File: src/rtl/mem_arbiter_pkg.sv
// Shared processor constants: data-memory size and the arbiter port-select encoding.
package mem_arbiter_pkg;

    localparam int MAX_MEM_INDEX = 127;

    localparam logic PORT0 = 1'b0;
    localparam logic PORT1 = 1'b1;

endpackage

File: src/rtl/mem_arb_resp.sv
// Per-port completion registers: one-cycle rvalid pulse, captured read data and range error.
module mem_arb_resp
    import mem_arbiter_pkg::*;
#(
    parameter int DATA_W = 32
) (
    input  logic              clock,
    input  logic              reset,
    input  logic              gnt,
    input  logic              we,
    input  logic              in_range,
    input  logic [DATA_W-1:0] mrd,
    output logic              rvalid,
    output logic [DATA_W-1:0] rdata,
    output logic              err
);

    always_ff @(posedge clock) begin
        if (reset) begin
            rvalid <= 1'b0;
            err    <= 1'b0;
            rdata  <= '0;
        end else begin
            rvalid <= gnt;
            err    <= gnt & ~in_range;
            // Writes and out-of-range reads complete with zero data; idle cycles hold.
            if (gnt) begin
                rdata <= (!we && in_range) ? mrd : '0;
            end
        end
    end

endmodule

File: src/rtl/mem_arbiter.sv
// Two-port round-robin arbiter in front of a single-ported data memory.
// Handshake: pN_req is held with stable we/addr/wdata until pN_gnt; completion follows one cycle later on pN_rvalid.
module mem_arbiter #(
    parameter int MAX_MEM_INDEX = mem_arbiter_pkg::MAX_MEM_INDEX,
    parameter int ADDR_W        = 32,
    parameter int DATA_W        = 32
) (
    input  logic              clock,
    input  logic              reset,
    input  logic              p0_req,
    input  logic              p0_we,
    input  logic [ADDR_W-1:0] p0_addr,
    input  logic [DATA_W-1:0] p0_wdata,
    output logic              p0_gnt,
    output logic              p0_rvalid,
    output logic [DATA_W-1:0] p0_rdata,
    output logic              p0_err,
    input  logic              p1_req,
    input  logic              p1_we,
    input  logic [ADDR_W-1:0] p1_addr,
    input  logic [DATA_W-1:0] p1_wdata,
    output logic              p1_gnt,
    output logic              p1_rvalid,
    output logic [DATA_W-1:0] p1_rdata,
    output logic              p1_err,
    output logic              mwr,
    output logic              moe,
    output logic [ADDR_W-1:0] ma,
    output logic [DATA_W-1:0] mwd,
    input  logic [DATA_W-1:0] mrd,
    output logic              prio_dbg
);

    import mem_arbiter_pkg::*;

    localparam logic [ADDR_W-1:0] MAX_IDX = ADDR_W'(MAX_MEM_INDEX);

    logic              prio;
    logic              any_gnt;
    logic              sel_we;
    logic [ADDR_W-1:0] sel_addr;
    logic [DATA_W-1:0] sel_wdata;
    logic              sel_in_range;

    // Port 0 wins when alone or when the pointer favours it; otherwise port 1 takes any request.
    always_comb begin
        p0_gnt = 1'b0;
        p1_gnt = 1'b0;
        if (!reset) begin
            if (p0_req && (!p1_req || prio == PORT0)) begin
                p0_gnt = 1'b1;
            end else if (p1_req) begin
                p1_gnt = 1'b1;
            end
        end
    end

    always_comb begin
        sel_we    = 1'b0;
        sel_addr  = '0;
        sel_wdata = '0;
        if (p0_gnt) begin
            sel_we    = p0_we;
            sel_addr  = p0_addr;
            sel_wdata = p0_wdata;
        end else if (p1_gnt) begin
            sel_we    = p1_we;
            sel_addr  = p1_addr;
            sel_wdata = p1_wdata;
        end
    end

    assign any_gnt      = p0_gnt | p1_gnt;
    assign sel_in_range = (sel_addr >> 2) <= MAX_IDX;

    assign ma  = sel_addr;
    assign mwd = sel_wdata;
    assign mwr = any_gnt & sel_we & sel_in_range;
    assign moe = any_gnt & ~sel_we;

    always_ff @(posedge clock) begin
        if (reset) begin
            prio <= PORT0;
        end else if (p0_gnt) begin
            prio <= PORT1;
        end else if (p1_gnt) begin
            prio <= PORT0;
        end
    end

    assign prio_dbg = prio;

    mem_arb_resp #(.DATA_W(DATA_W)) u_resp0 (
        .clock    (clock),
        .reset    (reset),
        .gnt      (p0_gnt),
        .we       (sel_we),
        .in_range (sel_in_range),
        .mrd      (mrd),
        .rvalid   (p0_rvalid),
        .rdata    (p0_rdata),
        .err      (p0_err)
    );

    mem_arb_resp #(.DATA_W(DATA_W)) u_resp1 (
        .clock    (clock),
        .reset    (reset),
        .gnt      (p1_gnt),
        .we       (sel_we),
        .in_range (sel_in_range),
        .mrd      (mrd),
        .rvalid   (p1_rvalid),
        .rdata    (p1_rdata),
        .err      (p1_err)
    );

endmodule

File: config.mk
export PLATFORM = sky130hd
export DESIGN_NAME = mem_arbiter
export DESIGN_NICKNAME = d
export VERILOG_FILES = /design/src/rtl/mem_arbiter_pkg.sv /design/src/rtl/mem_arb_resp.sv /design/src/rtl/mem_arbiter.sv
export SDC_FILE = /design/constraint.sdc
export NUM_CORES = 1
export LEC_CHECK = 0
export ABC_AREA = 1
export BUFFER_PORTS_ARGS = -buffer_cell sky130_fd_sc_hd__clkbuf_2
export CAP_MARGIN = 20
export CELL_PAD_IN_SITES_DETAIL_PLACEMENT = 1
export CELL_PAD_IN_SITES_GLOBAL_PLACEMENT = 1
export CORE_MARGIN = 2
export CORE_UTILIZATION = 26
export DETAILED_ROUTE_END_ITERATION = 16
export GPL_TIMING_DRIVEN = 1
export PLACE_DENSITY = 0.82
export REMOVE_ABC_BUFFERS = 1
export SLEW_MARGIN = 20
export SYNTH_ARGS = -nofsm -noshare
export SYNTH_HDL_FRONTEND = slang
export SYNTH_SLANG_ARGS = --single-unit
File: constraint.sdc
create_clock -name clock -period 4.1 [get_ports clock]
set_input_delay 1.23 -clock clock [delete_from_list [all_inputs] [get_ports clock]]
set_output_delay 1.23 -clock clock [all_outputs]
set_load 0.03 [all_outputs]
==> results of run 1 <==
[layout make-up]
class	count	area, um2	share of cell area (%)
Clock buffer	11	243	4.18
Clock inverter	5	60.1	1.04
Inverter	60	226	3.90
Multi-Input combinational cell	328	1980	34.1
Sequential cell	69	1380	23.8
Tap cell	184	230	3.97
Timing Repair Buffer	318	1680	29.0
[logic make-up (layout without fill, tap and decap cells)]
kind of cell / after synthesis / in the layout
flops: 69 / 69
simple gates: 177 / 177
buf+inv: 104 / 394
compound gates: 151 / 151
[placed cells by master (no fill, tap or decap), drive strengths merged]
cell      count
bufinv        1
dfxtp        69
o21a          1
buf          16
clkinvlp      1
nand2        93
nand4        13
a22o         40
o21ai        13
a21oi        96
clkbuf      313
clkinv        4
inv          59
nor2         14
a22oi         1
nor3          1
nand3        56
[report_power, final]
group / total [mW] / leakage [nW] / switching, mW / internal (mW)
logic: 0.688 / 2.42 / 0.467 / 0.221
clock network: 0.786 / 0.146 / 0.297 / 0.489
registers: 0.769 / 0.574 / 0.0336 / 0.735
[sequential cells by signal (all words and copies together), names as in the netlist]
signal	count
u_resp1.err	1
u_resp0.rdata	32
u_resp1.rdata	32
prio_dbg	1
u_resp0.err	1
u_resp0.rvalid	1
u_resp1.rvalid	1
[per-layer routing]
layer / vias to the layer above / wire length, um / track usage [%]
li1: 2264 / - / -
met1: 2127 / 6630 / 23.4
met2: 129 / 7650 / 32.4
met3: 15 / 880 / 4.92
met4: 0 / 192 / 3.99
met5: - / 0 / 0
[final timing paths]
kind                    start                end
max reg2reg          prio_dbg  u_resp1.rdata[24]
min reg2reg  u_resp1.rdata[5]   u_resp1.rdata[5]
max                     reset             mwd[4]
min          u_resp1.rdata[5]   u_resp1.rdata[5]
[worst max-delay path, stage by stage]
cell	delay, ps
clkbuf_2	110
inv_2	230
nand3_4	230
inv_2	190
buf_12	240
a22o_1	210
clkbuf_2	220
[per-stage QoR]
step / setup slack, ps / power, mW / cells
6_report: 166 / 2.24 / 975
5_1_grt: 1.60 / 2.36 / 975
4_1_cts: 138 / 2.28 / 975
3_5_place_dp: 144 / 1.48 / 959
3_3_place_gp: 196 / 1.46 / 959
2_1_floorplan: -1920 / 1.20 / 457
==> flow_summary.toml, run 1 <==
[routing]
first_pass_iters = 4
wl_um = 15300
route.detailed.drc = 0
ant_nets = 0
drt_first_iter_violations = 149
viasPerCell = 4.65
wl_per_cell_um = 15.7
vias = 4535

[timing]
rsz0062_at_grt = "false"
whs_ps = 513
final.period_utilization_pct = 95.9
fmax_mhz = 254
final-hold-violation-count = 0
finalSetupTns_ps = 0
setup-violations-final = 0
finalClockSkew_ps = 7.27
finalCriticalPeriod_ps = 3930
slew_headroom_pct = 73.2
tightest_slew_ps = 402
drv_slew = 0

[cts]
post_cts_buffers = 0
clk_pin_slew_ps = 50
hold_buffers = 0
numCtsBuffers = 9
clk_latency_ps = 330
cts_resized = 0
cts_buffer_depth = 2
root_buffer = "clkbuf_16"
tritoncts = "done"
clkSinkCount = 69
htree_num_levels = 3

[yosys]
synth_top_area_cell = "dfxtp_1"
synth-seq-area-share_pct = 36.0
synth-simple-area-share_pct = 27.3
syn_area_per_cell_um2 = 7.67
synth_ff_type = "dfxtp_1"
ys_top_cells_by_area = "dfxtp_1 36%, a21oi_1 13%, a22o_1 9.1%, nand3_2 8.9%, nand2_1 7.7%"
synth_edf_count = 0
yosysWarnings = 0
yosys-mux-area-fraction_pct = 0
async_flop_share_pct = 0
post-synth-top-count-cell = "a21oi_1"
yosysTopAreaCellShare_pct = 36.0
syn_inst = 501
synth_common_cells = "96 x a21oi_1, 79 x nand2_1, 69 x dfxtp_1"
synth_area_um2 = 3840
ys_types = 28
ys_seq_elements = 69
synth_xor_area_share_pct = 0
synth_fa_ha_area_share_pct = 0
synth_compound_area_share_pct = 24.2
synth_top_family_by_area = "simple AND/OR/NAND/NOR gates"

[die]
rows = 44
start_util_pct = 26.5
core_um2 = 14500
ios = 303
dieWidth_um = 126
die_h_um = 126
die_area_um2 = 15800

[critical_path]
critPathRequiredTime_ps = 2870
crit_type = "input port to output port"
path_max_fanout = 53
cp-start-kind = "input port"
r2r.worst_path.cells = 11
worst_setup_path_end_kind = "output port"
worst-r2r-setup-slack_ps = 1800
arrival_ps = 2700

[grt]
grt_pass1_vias = 4570
antenna_found_initial = 0
grt_max_degree = 54
grt_pass1_wl_um = 23900
grt_overflow_total = 0
grt_use_total_pct = 18.7

[min_path]
holdPathStages = 2
holdCritPathClass = "register to register"

[cells_and_area]
n_antenna_cell = 0
fin_area_um2 = 5800
fillers = 1909
drive_above_1_share_pct = 51.5
areaGrowthSynthToFinish_pct = 51.0
utilization_pct = 40.1
nets = 952

[placement]
port_buffers = 302
placed_area_um2 = 5500
gp_congestion = 0.837
post-dp-hpwl_um = 11900

[run]
cap_violations = 0

[power_and_ir_drop]
ir_worst_vdd_v = 0.000209
leakagePower_nw = 3.14
p_per_area_nw_per_um2 = 387

[outcome]
outcome = "completed"
(Power assumes the default switching activity.)
==> inputs of run 2 (changes only) <==
--- a/config.mk
+++ b/config.mk
@@ -10,6 +10,7 @@
 export CAP_MARGIN = 20
 export CELL_PAD_IN_SITES_DETAIL_PLACEMENT = 1
 export CELL_PAD_IN_SITES_GLOBAL_PLACEMENT = 1
+export CORE_ASPECT_RATIO = 0.9
 export CORE_MARGIN = 2
 export CORE_UTILIZATION = 26
 export DETAILED_ROUTE_END_ITERATION = 16
==> flow_summary.toml, run 2 (synthesis results as in run 1) <==
[critical_path]
r2r.worst_path.cells = 13
path_max_fanout = 76
arrival_ps = 2790
worst_setup_path_end_kind = "output port"
startpoint = "reset"
cp-start-kind = "input port"
critPathRequiredTime_ps = 2870
crit_type = "input port to output port"
r2r-start = "prio_dbg"

[cts]
root_buffer = "clkbuf_16"
cts_buffer_depth = 2
clk_pin_slew_ps = 60
numCtsBuffers = 9
tritoncts = "done"
htree_num_levels = 3
clkSinkCount = 69
clk_latency_ps = 320
post_cts_buffers = 0

[outcome]
outcome = "completed"

[cells_and_area]
drive_above_1_share_pct = 51.5
reg_top3 = "u_resp0.rdata: 32 flops, u_resp1.rdata: 32 flops"
n_antenna_cell = 0
nets = 952
layout_commonest_cell = "clkbuf_2"
areaGrowthSynthToFinish_pct = 50.7
fillers = 1875
final_cell_mix = "302 x clkbuf_2, 96 x a21oi_1, 79 x nand2_1"

[power_and_ir_drop]
p_per_area_nw_per_um2 = 376
combPwrFrac_pct = 31.5
pwr-share-clk_pct = 33.1
ir_worst_vdd_v = 0.000197
p_int_mw = 1.38
leakagePower_nw = 3.12
p_switching_mw = 0.791
switching_share_pct = 36.4
p_seq_share_pct = 35.4
power_mw = 2.17

[run]
cap_violations = 0

[routing]
wl_um = 15400
ant_nets = 0
vias = 4541
viasPerCell = 4.59
wl_per_cell_um = 15.5
first_pass_iters = 4
route.detailed.drc = 0
drt_first_iter_violations = 177

[timing]
final.period_utilization_pct = 97.9
slew_headroom_pct = 60.3
fmax_mhz = 249
setup-violations-final = 0
rsz0062_at_grt = "false"
finalSetupTns_ps = 0
finalClockSkew_ps = 7.45
drv_slew = 0
final-hold-violation-count = 0
finalCriticalPeriod_ps = 4020
setup_slack_ps = 84.1
tightest_slew_ps = 595
whs_ps = 511

[die]
rows = 42
start_util_pct = 26.4
die_h_um = 119
dieWidth_um = 132
ios = 303
die_area_um2 = 15800
core_um2 = 14600

[grt]
grt_max_degree = 77
grt_use_total_pct = 18.7
grt_pass1_vias = 4517
antenna_found_initial = 0
grt_pass1_wl_um = 23900
grt_overflow_total = 0

[min_path]
holdCritPathClass = "register to register"
hold_start = "u_resp1.rdata[1]"
holdPathStages = 2

[placement]
post-dp-hpwl_um = 11800
gp_congestion = 0.845
port_buffers = 302
dp_slack_ps = 90.3
## run 2: critical path, cell delays in order
cell and delay [ps]:
clkbuf_2 110, inv_2 240, nand3_4 240, inv_2 170, buf_16 280, a22o_1 220
clkbuf_2 210
## run 2: path summary, 6_finish.rpt
| check | endpoint | slack (ps) |
|---|---|---|
| setup reg to reg | u_resp1.rdata[22] | 1810 |
| setup / recovery | mwd[28] | 80 |
| hold reg to reg | u_resp1.rdata[1] | 510 |
| hold / removal | u_resp1.rdata[1] | 510 |
## run 2: layer usage
metal  share of wire, %  global-route usage, %  up-vias
li1                   -                      -     2265
met1                 45                   24.1     2143
met2                 49                   31.3      120
met3                5.7                   5.24       13
met4               0.95                   3.87        0
met5                  0                      0        -
## run 2: what timing repair did
action,4_1_cts,5_1_grt
hold endpoints to repair,0,0
hold buffers,0,0
resized for setup,0,1
setup endpoints to repair,0,1
## run 2: power groups by stage
stage / sequential [mW] / clock [mW] / combinational (mW)
floorplan: 0.906 / 0 / 0.295
CTS: 0.769 / 0.746 / 0.692
global route: 0.777 / 0.769 / 0.739
global placement: 0.781 / 0 / 0.679
finish: 0.769 / 0.719 / 0.686
detailed placement: 0.783 / 0 / 0.690
## run 2: cell type report
class                           count  area, um2  share of cell area [%]
Clock buffer                       11        243                    4.19
Clock inverter                      5       36.3                   0.627
Inverter                           60        226                    3.91
Multi-Input combinational cell    328       1980                    34.2
Sequential cell                    69       1380                    23.9
Tap cell                          198        248                    4.28
Timing Repair Buffer              318       1680                    29.0
## run 2: through the flow
step	cells	util, %	cell area (um2)
final	989	39.8	5790
after CTS	989	39.7	5780
after detailed placement	973	37.8	5500
after global routing	989	39.8	5790
after global placement	973	37.8	5500
after floorplan	457	-	3580
==> inputs of run 3 (changes only) <==
--- a/config.mk
+++ b/config.mk
@@ -10,7 +10,7 @@
 export CAP_MARGIN = 20
 export CELL_PAD_IN_SITES_DETAIL_PLACEMENT = 1
 export CELL_PAD_IN_SITES_GLOBAL_PLACEMENT = 1
-export CORE_ASPECT_RATIO = 0.9
+export CORE_ASPECT_RATIO = 0.6
 export CORE_MARGIN = 2
 export CORE_UTILIZATION = 26
 export DETAILED_ROUTE_END_ITERATION = 16
==> flow_summary.toml, run 3 (synthesis results as in run 1) <==
[outcome]
outcome = "completed"

[grt]
grt_pass1_wl_um = 24000
antenna_found_initial = 0
grt_max_degree = 59
grt_overflow_total = 0
grt_pass1_vias = 4646
grt_util_met2_pct = 30.6
grt_use_total_pct = 18.9
grtUsageMet1_pct = 25.1
groute.layer.met3.usage_pct = 5.78
top_usage_layer = "met2"

[power_and_ir_drop]
combPwrFrac_pct = 31.0
leakagePower_nw = 3.16
p_switching_mw = 0.786
ir_worst_vdd_v = 0.000191
p_seq_share_pct = 34.5
pwr-share-clk_pct = 34.5
switching_share_pct = 35.2
p_int_mw = 1.45
power_mw = 2.23
p_per_area_nw_per_um2 = 382

[critical_path]
cpLargestDelayFamily = "buffers and inverters"
crit_chain = "clkbuf_2 -> inv_2 -> nand3_4 -> inv_2 -> buf_12 -> a22o_1 -> clkbuf_2"
timing.critical_path.slowest_cell_delay_ps = 270
path_max_fanout = 58
worst_setup_path_end_kind = "output port"
crit_buf_inv = 5
critPathSlowestCell = "buf_12"
critPathRequiredTime_ps = 2870
cp-start-kind = "input port"
crit_type = "input port to output port"
arrival_ps = 2740

[routing]
route.detailed.drc = 0
wl_um = 15300
drt_first_iter_violations = 166
vias = 4607
wl_per_cell_um = 15.4
viasPerCell = 4.63
first_pass_iters = 4
ant_nets = 0

[die]
dieWidth_um = 161
die_area_um2 = 15800
start_util_pct = 26.6
ios = 303
core_um2 = 14500
die_h_um = 98.2
rows = 34

[timing]
fmax_mhz = 252
finalCriticalPeriod_ps = 3970
slew_headroom_pct = 67.2
tightest_slew_ps = 492
finalClockSkew_ps = 5.16
drv_slew = 0
finalSetupTns_ps = 0
whs_ps = 514
setup-violations-final = 0
final.period_utilization_pct = 96.9
final-hold-violation-count = 0
rsz0062_at_grt = "false"

[cells_and_area]
drive_above_1_share_pct = 51.7
nets = 958
reg_top3 = "u_resp0.rdata: 32 flops, u_resp1.rdata: 32 flops"
n_antenna_cell = 0
utilization_pct = 40.4
fin_area_um2 = 5850
final_cell_mix = "302 x clkbuf_2, 96 x a21oi_1, 79 x nand2_1"
layout_commonest_cell = "clkbuf_2"
areaGrowthSynthToFinish_pct = 52.2

[placement]
gp_congestion = 0.848
placed_area_um2 = 5550
port_buffers = 302
post-dp-hpwl_um = 12200

[cts]
numCtsBuffers = 9
clk_latency_ps = 330
tritoncts = "done"
htree_num_levels = 3
cts_buffer_depth = 2
clk_pin_slew_ps = 60
post_cts_buffers = 0
clkSinkCount = 69
root_buffer = "clkbuf_16"

[min_path]
holdCritPathClass = "register to register"

[run]
cap_violations = 0
==> run 3: final cells by class <==
class	count	area, um2
clock inverter	4	47.5
sequential	69	1380
fill	1886	8620
inverter	60	228
clock buffer	12	246
timing repair buffer	324	1710
multi-input combinational	328	1980
tap	198	248
==> run 3: metrics by stage <==
| stage | std cells | worst slack [ps] |
|---|---|---|
| after global placement | 979 | 57.9 |
| final | 995 | 128 |
| after global routing | 995 | 18.7 |
| after CTS | 995 | 65.1 |
| after floorplan | 457 | -1920 |
| after detailed placement | 979 | 54.7 |
==> run 3: what timing repair did <==
action,in CTS,in global routing
hold buffers,0,0
setup endpoints to repair,0,29
resized for setup,0,2
==> run 3: path summary, 6_finish.rpt <==
path	to	slack (ps)	cells after the start	startpoint
max reg2reg	u_resp0.rdata[23]	1720	12	prio_dbg
max	ma[7]	130	7	reset
min reg2reg	u_resp1.rdata[10]	510	2	u_resp1.rdata[10]
min	u_resp1.rdata[10]	510	2	u_resp1.rdata[10]
==> run 3: tightest hold or removal path, stage by stage, from the launching register on <==
cell and delay [ps]:
dfxtp_1 310, a21oi_1 120, a21oi_1 40
==> run 3: power groups by stage <==
| stage | logic [mW] | registers [mW] | clock network, mW |
|---|---|---|---|
| finish | 0.693 | 0.771 | 0.770 |
| global route | 0.749 | 0.779 | 0.818 |
| CTS | 0.699 | 0.771 | 0.793 |
| detailed placement | 0.696 | 0.785 | 0 |
| global placement | 0.685 | 0.781 | 0 |
| floorplan | 0.295 | 0.906 | 0 |
==> run 3: layer usage <==
layer	vias up	wire length [um]
li1	2274	-
met1	2182	7180
met2	141	7080
met3	10	971
met4	0	108
met5	-	0
